==> src/rtl/chan_pkg.sv <==
// Shared types, limits and helpers for the channel controller.
package chan_pkg;

  typedef enum logic [1:0] {
    ST_IDLE,
    ST_PENDING,
    ST_APPLY
  } state_e;

  localparam logic [3:0] NFREQ_MIN  = 4'd1;
  localparam logic [3:0] NFREQ_MAX  = 4'd12;
  localparam logic [4:0] NQUANT_MIN = 5'd1;
  localparam logic [4:0] NQUANT_MAX = 5'd18;

  localparam int SW_FILTER   = 0;
  localparam int SW_DOWNSAMP = 1;
  localparam int SW_REQUANT  = 2;
  localparam int SW_INTERP   = 3;

  function automatic logic nfreq_bad(input logic [3:0] v);
    return (v < NFREQ_MIN) || (v > NFREQ_MAX);
  endfunction

  function automatic logic nquant_bad(input logic [4:0] v);
    return (v < NQUANT_MIN) || (v > NQUANT_MAX);
  endfunction

  function automatic logic [3:0] legal_nfreq(input logic [3:0] v);
    logic [3:0] r;
    r = v;
    if (v < NFREQ_MIN) r = NFREQ_MIN;
    if (v > NFREQ_MAX) r = NFREQ_MAX;
    return r;
  endfunction

  function automatic logic [4:0] legal_nquant(input logic [4:0] v);
    logic [4:0] r;
    r = v;
    if (v < NQUANT_MIN) r = NQUANT_MIN;
    if (v > NQUANT_MAX) r = NQUANT_MAX;
    return r;
  endfunction

endpackage

==> src/rtl/chan_tick_gen.sv <==
// Divides the master clock down to the one-cycle 48 kHz sample tick.
module chan_tick_gen #(
  parameter int unsigned CLK_DIV = 2083
) (
  input  logic clock,
  input  logic reset,
  output logic tick_o,
  output logic data_en_o
);

  localparam logic [15:0] LAST = 16'(CLK_DIV - 1);

  logic [15:0] cnt_q, cnt_d;
  logic        de_q;

  // tick_o is the cycle before data_en, so frame logic can register alongside it
  assign tick_o    = (cnt_q == LAST);
  assign cnt_d     = tick_o ? '0 : cnt_q + 16'd1;
  assign data_en_o = de_q;

  always_ff @(posedge clock or posedge reset) begin
    if (reset) begin
      cnt_q <= '0;
      de_q  <= 1'b0;
    end else begin
      cnt_q <= cnt_d;
      de_q  <= tick_o;
    end
  end

endmodule

==> src/rtl/chan_ctrl.sv <==
// Channel controller: sample tick, decimation framing, frame-aligned config apply.
// Define CHAN_CTRL_ERR_EN to add the sticky cfg_err port.
module chan_ctrl
  import chan_pkg::*;
#(
  parameter int unsigned CLK_DIV    = 2083,
  parameter int unsigned NFREQ_RST  = 1,
  parameter int unsigned NQUANT_RST = 18
) (
  input  logic       clock,
  input  logic       reset,
  input  logic       cfg_wr,
  input  logic [3:0] cfg_nfreq,
  input  logic [4:0] cfg_nquant,
  input  logic [3:0] cfg_sw,
  output logic       data_en,
  output logic [3:0] Nfreq,
  output logic [4:0] Nquant,
  output logic [3:0] switches,
  output logic       frame_start,
  output logic       cfg_busy
`ifdef CHAN_CTRL_ERR_EN
  ,
  output logic       cfg_err
`endif
);

  logic tick;

  chan_tick_gen #(
    .CLK_DIV (CLK_DIV)
  ) u_tick (
    .clock     (clock),
    .reset     (reset),
    .tick_o    (tick),
    .data_en_o (data_en)
  );

  state_e     state_q, state_d;
  logic [3:0] phase_q, phase_d;
  logic       fs_q, fs_d;
  logic [3:0] sh_nf_q, sh_nf_d;
  logic [4:0] sh_nq_q, sh_nq_d;
  logic [3:0] sh_sw_q, sh_sw_d;
  logic [3:0] nf_q, nf_d;
  logic [4:0] nq_q, nq_d;
  logic [3:0] sw_q, sw_d;
  logic       last;

  assign last        = (phase_q == nf_q - 4'd1);
  assign frame_start = fs_q;
  assign Nfreq       = nf_q;
  assign Nquant      = nq_q;
  assign switches    = sw_q;
  assign cfg_busy    = (state_q == ST_PENDING);

  always_comb begin
    state_d = state_q;
    phase_d = phase_q;
    fs_d    = 1'b0;
    sh_nf_d = sh_nf_q;
    sh_nq_d = sh_nq_q;
    sh_sw_d = sh_sw_q;
    nf_d    = nf_q;
    nq_d    = nq_q;
    sw_d    = sw_q;

    if (tick) begin
      phase_d = last ? 4'd0 : phase_q + 4'd1;
      fs_d    = last;
    end

    // Capturing in every state lets a write on the apply edge pass straight through
    if (cfg_wr) begin
      sh_nf_d = legal_nfreq(cfg_nfreq);
      sh_nq_d = legal_nquant(cfg_nquant);
      sh_sw_d = cfg_sw;
    end

    unique case (state_q)
      ST_IDLE: begin
        if (cfg_wr) state_d = ST_PENDING;
      end
      ST_PENDING: begin
        if (fs_q) begin
          nf_d    = sh_nf_d;
          nq_d    = sh_nq_d;
          sw_d    = sh_sw_d;
          phase_d = 4'd0;
          state_d = ST_APPLY;
        end
      end
      ST_APPLY: begin
        state_d = cfg_wr ? ST_PENDING : ST_IDLE;
      end
      default: state_d = ST_IDLE;
    endcase
  end

  always_ff @(posedge clock or posedge reset) begin
    if (reset) begin
      state_q <= ST_IDLE;
      phase_q <= '0;
      fs_q    <= 1'b0;
      sh_nf_q <= '0;
      sh_nq_q <= '0;
      sh_sw_q <= '0;
      nf_q    <= 4'(NFREQ_RST);
      nq_q    <= 5'(NQUANT_RST);
      sw_q    <= '0;
    end else begin
      state_q <= state_d;
      phase_q <= phase_d;
      fs_q    <= fs_d;
      sh_nf_q <= sh_nf_d;
      sh_nq_q <= sh_nq_d;
      sh_sw_q <= sh_sw_d;
      nf_q    <= nf_d;
      nq_q    <= nq_d;
      sw_q    <= sw_d;
    end
  end

`ifdef CHAN_CTRL_ERR_EN
  logic err_q, err_d;

  assign err_d   = err_q |
                   (cfg_wr & (nfreq_bad(cfg_nfreq) | nquant_bad(cfg_nquant)));
  assign cfg_err = err_q;

  always_ff @(posedge clock or posedge reset) begin
    if (reset) err_q <= 1'b0;
    else       err_q <= err_d;
  end
`endif

endmodule
==> config.mk <==
export PLATFORM = sky130hd
export DESIGN_NAME = chan_ctrl
export DESIGN_NICKNAME = d
export VERILOG_FILES = /design/src/rtl/chan_pkg.sv /design/src/rtl/chan_tick_gen.sv /design/src/rtl/chan_ctrl.sv
export SDC_FILE = /design/constraint.sdc
export NUM_CORES = 1
export LEC_CHECK = 0
export ABC_AREA = 0
export BUFFER_PORTS_ARGS = -buffer_cell sky130_fd_sc_hd__clkbuf_2
export CORE_UTILIZATION = 50
export DETAILED_ROUTE_END_ITERATION = 10
export GPL_TIMING_DRIVEN = 1
export PLACE_DENSITY = 0.71
export SLEW_MARGIN = 20
export SYNTH_ARGS = -nofsm -noshare
export SYNTH_HDL_FRONTEND = slang
export SYNTH_HIERARCHICAL = 1
export SYNTH_SLANG_ARGS = --single-unit
==> constraint.sdc <==
create_clock -name clock -period 3.76 [get_ports clock]
set_input_delay 0.564 -clock clock [delete_from_list [all_inputs] [get_ports clock]]
set_output_delay 0.564 -clock clock [all_outputs]
set_load 0.05 [all_outputs]
* After elaboration in Yosys (flattened, before gate mapping) *
Cells that the tools add are included.

cells by class
  $add $sub $neg = 3
  $lt $le $gt $ge = 4
  equality and inequality tests = 6
  multiplexer cells = 17
  reduce and logical (&&, ||, !) cells = 3

operators by type and width
  kind                                                   number
  two-way mux 4 bit                                      8
  adder 16 x 1 -> 16 bit, second input constant          1
  equality test 16 x 12 -> 1 bit, second input constant  1
  two-way mux 16 bit                                     1
  two-way mux 5 bit                                      3
  one-hot mux 2 bit (3 select lines)                     1
  greater-than comparator 5 bit, second input constant   1
  < comparator 5 x 1 -> 1 bit, second input constant     1
  adder 4 x 1 -> 4 bit, second input constant            1
  equality test 4 bit                                    1
  greater-than comparator 4 bit, second input constant   1
  < comparator 4 x 1 -> 1 bit, second input constant     1
  two-way mux 2 bit                                      2
  AND reduction 2 bit                                    2
  subtractor 4 x 1 -> 4 bit, second input constant       1
  equality test 2 x 1 -> 1 bit, second input constant    1
  equality test 2 bit, second input constant             1
  zero test 2 bit                                        1
  two-way mux 1 bit                                      2
  != test 2 x 1 -> 1 bit, second input constant          1
  != test 2 bit, second input constant                   1

storage, ports and cells
  register bits after elaboration = 50
  bits of input ports = 16
  word-level logic and storage cells = 44

* Depth between registers and ports, before layout *
  depth after elaboration = 6
  depth in mapped cells = 7
  gate-level depth less buffers = 7

* Modules after synthesis *
The synthesis kept the hierarchy.

by module, submodules not included
  module         instances  cells an instance  area an instance (um^2)  seq. area each (um^2)
  chan_ctrl      1          109                1446.4                   829.5
  chan_tick_gen  1          71                 812.0                    425.4

* Worst setup path after synthesis *
No wires, ideal clock.

  path kind = register to register
  from = reg u_tick.cnt_q[2]
  to = reg phase_q[0]
  library setup time = 0.127 ns
  arrival = 1.917 ns
  required time = 3.633 ns
  path slack = 1.716 ns
  stages on the path, launching flop included = 7
  buffers on the path = 1
  clock period less this slack = 2.044 ns
  cell sequence = dfrtp_1 buf_6 or4b_4 nor4_4 nand3_1 nor3_4 nor3_1

on the way
  longest elaborated chain between the ends = 4

RTL lines
  item                              line                 text
  from (decl)                       chan_tick_gen.sv:13  logic [15:0] cnt_q, cnt_d;
  from (signal assigned)            chan_tick_gen.sv:26  cnt_q <= cnt_d;
  equality test 16 x 12 -> 1 bit *  chan_tick_gen.sv:17  assign tick_o = (cnt_q == LAST);
  named net tick                    chan_ctrl.sv:28      logic tick;
  two-way mux 4 bit *               chan_ctrl.sv:68      if (tick) begin
  two-way mux 4 bit                 chan_ctrl.sv:85      if (fs_q) begin
  two-way mux 4 bit *               chan_ctrl.sv:80      unique case (state_q)
  named net phase_d[0]              chan_ctrl.sv:40      logic [3:0] phase_q, phase_d;
  to (signal assigned)              chan_ctrl.sv:113     phase_q <= phase_d;
  to (decl)                         chan_ctrl.sv:40

The timed path passes the listed nets; every way through them passes the cells marked *.
A chain may end at the register's enable or synchronous reset.

* Worst setup path after layout *
  from = reg u_tick.cnt_q[12]
  to = reg phase_q[1]

Same word-level chain as after synthesis.

==> flow_summary.json <==
{
  "status": "complete, no violations",
  "powerDensity_mw_per_mm2": 365,
  "cts_setup_buffers": 0,
  "core-area_mm2": 0.00435,
  "fin_crit_ps": 2290,
  "regArea_mm2": 0.00125,
  "postCtsHoldBufs": 0,
  "ys_types": 36,
  "clock_path_buffers": 2,
  "grt_pass1_vias": 1436,
  "clock_power_share_pct": 35.2,
  "tritoncts": "built",
  "grt_first_pass_wirelength_mm": 6.78,
  "vias": 1433,
  "dieArea_mm2": 0.00479,
  "initial_core_util_pct": 51.9,
  "postSynthCellCount": 180,
  "firstDrtPassIters": 4,
  "worst_pin_slew_ps": 645,
  "multi_input_area_um2": 912,
  "crit_type": "flop to flop",
  "die_h_um": 69.2,
  "placement.cell_area_mm2": 0.00244,
  "hold_viol_final": 0,
  "switchingPower_uw": 203,
  "r2r_slack_ps": 1470,
  "fin_ws_ps": 1470,
  "worstPathRequired_ps": 3940,
  "antenna_left": 0,
  "cts_buffers": 5,
  "nets": 234,
  "routabilityCongestion": 0.810,
  "arrival_ps": 2470,
  "synth_edf_count": 0,
  "maxCapViolCount": 0,
  "final_max_slew_viol_count": 0,
  "clkTransAtPathRegs_ps": 90,
  "synth_warnings": 6,
  "vdd_drop_max_mv": 0.270,
  "cp_max_fo": 11,
  "fill_cells": 349,
  "p_seq_share_pct": 60.0,
  "cts_root_buf": "clkbuf_8",
  "min_period_over_period_pct": 60.9,
  "p_comb_share_pct": 4.9,
  "grt_usage_pct": 18.0,
  "dpl.hpwl_mm": 2.66,
  "area_growth_pct": 12.1,
  "wl_per_cell_um": 14.3,
  "synth_area_per_cell_um2": 12.5,
  "drive_gt1_share_pct": 33.0,
  "routed_wl_mm": 3.83,
  "swShare_pct": 22.0,
  "drt-initial-drc-count": 79,
  "post_cts_resized": 0,
  "syn_area_mm2": 0.00226,
  "synth_seq_area_share_pct": 55.6,
  "dp_slack_ps": 1480,
  "clock_skew_ps": 7.91,
  "vias_per_cell": 5.37,
  "fin_setup_tns_ps": 0,
  "overflow": 0,
  "h-tree-depth": 2,
  "worstSetupEndpointType": "flop",
  "cts_sinks": 50,
  "syn_nets": 200,
  "grt_max_degree": 34,
  "synth_flop_cell": "dfrtp_1",
  "diodes": 0,
  "async_flop_share_pct": 100,
  "utilization_pct": 58.1,
  "finalSetupViolCount": 0,
  "instances_no_fill": 267,
  "die_x_um": 69.2,
  "io_buffers": 31,
  "pin_count": 32,
  "dp_cells": 259,
  "slew_headroom_pct": 56.7,
  "drc": 0,
  "antenna_found_initial": 0,
  "hp-class": "input port to async pin",
  "timing.fmax_mhz": 436,
  "start_kind": "flop",
  "internal-power_uw": 721,
  "stdcell_area_mm2": 0.00253,
  "rows": 24,
  "synth-seq-cells": 50,
  "grt_setup_unrepaired": "false",
  "leakage_nw": 1.23,
  "clock_latency_ps": 300
}
flip-flops by register name, summed over array words and instances (netlist names), 2 cells and up:
register	count
switches	4
Nfreq	4
sh_sw_q	4
u_tick/cnt_q	16
phase_q	4
sh_nf_q	4
sh_nq_q	5
Nquant	5
state_q	2
final timing paths:
check / from / end / cells past startpoint
worst min-delay path: reset / u_tick/cnt_q[9]$_DFF_PP0_ / 2
worst max register to register: u_tick/cnt_q[12]$_DFF_PP0_ / phase_q[1]$_DFF_PP0_ / 5
max in group asynchronous: reset / u_tick/data_en_o$_DFF_PP0_ / 2
worst min register to register: u_tick/cnt_q[0]$_DFF_PP0_ / u_tick/cnt_q[0]$_DFF_PP0_ / 1
worst max-delay path: u_tick/cnt_q[12]$_DFF_PP0_ / phase_q[1]$_DFF_PP0_ / 5
min in group clock: u_tick/cnt_q[0]$_DFF_PP0_ / u_tick/cnt_q[0]$_DFF_PP0_ / 1
worst max-delay path: stages (launching register included):
cell and delay, ps:
dfrtp_1 420, or4_4 550, nor4_4 630, nand3_1 230, nor3_4 250, nor3_1 80
cells in the mapped netlist (3+ instances only):
cell type	n	share of area (%)
dfrtp_1	47	52
mux2_2	16	8.0
inv_1	11	1.8
xnor2_1	11	4.3
nor2_1	10	1.7
xor2_1	10	3.9
nor3_1	9	2.0
nand3_1	7	1.6
nand2_1	6	1.0
a21oi_1	5	1.1
mux2_4	5	3.3
nand4_1	5	1.4
o21ai_0	5	1.1
ha_1	4	2.2
dfstp_2	3	3.5
nor4_1	3	0.83
cell families after synthesis:
logic type / synth area share, %
and+or+nand+nor: 14.7
DFF: 55.6
muxes: 11.7
xor gates and xnor gates: 8.14
buffers and inverters: 4.04
AOI/OAI and AO/OA: 3.55
adders and majority gates: 2.22
power by group through the flow:
stage                     Sequential [mW]  Clock, mW  Combinational, mW
final                               0.554      0.325             0.0449
after global routing                0.556      0.352             0.0522
after floorplan                     0.564          0             0.0295
after global placement              0.564          0             0.0445
after detailed placement            0.565          0             0.0456
after CTS                           0.554      0.336             0.0458
layout make-up:
type | instances | share of cell area (%)
clock inverter | 1 | 0.346
clock buffer | 7 | 3.41
inverter | 11 | 1.63
multi-input combinational | 114 | 36.0
timing repair buffer | 32 | 6.43
sequential | 50 | 49.6
tap | 52 | 2.57
per-layer routing:
| metal | vias up | share of wire, % | global-route usage [%] |
|---|---|---|---|
| li1 | 691 | - | - |
| met4 | 0 | 1.8 | 8.62 |
| met3 | 6 | 3.7 | 3.63 |
| met2 | 24 | 48 | 27.8 |
| met5 | - | 0 | 0 |
| met1 | 712 | 47 | 24.6 |
metrics by stage:
step	total power [mW]	hold WS (ps)
after floorplan	0.593	443
after global placement	0.609	478
after detailed placement	0.611	473
after CTS	0.937	335
after global routing	0.960	372
final	0.924	329
cell usage in the layout, fill, tap and decap left out, drive strengths merged:
cell	synthesis	routed
o21ai	5	5
xor2	10	10
and3	1	1
o41ai	1	1
dfrtp	47	47
nor2b	2	2
a21oi	5	5
ha	4	4
clkbuf	0	38
xnor2	11	11
mux2	21	21
nand3	7	7
mux2i	1	1
nand4	6	6
nor2	10	10
nor3	10	10
or4b	1	1
dfstp	3	3
a31oi	1	1
or3	1	1
nand2	6	6
or4	3	3
nor4	4	4
o31ai	2	2
buf	5	1
and2	1	1
inv	11	12
nand3b	1	1
Power figures use the tool's default switching activity.
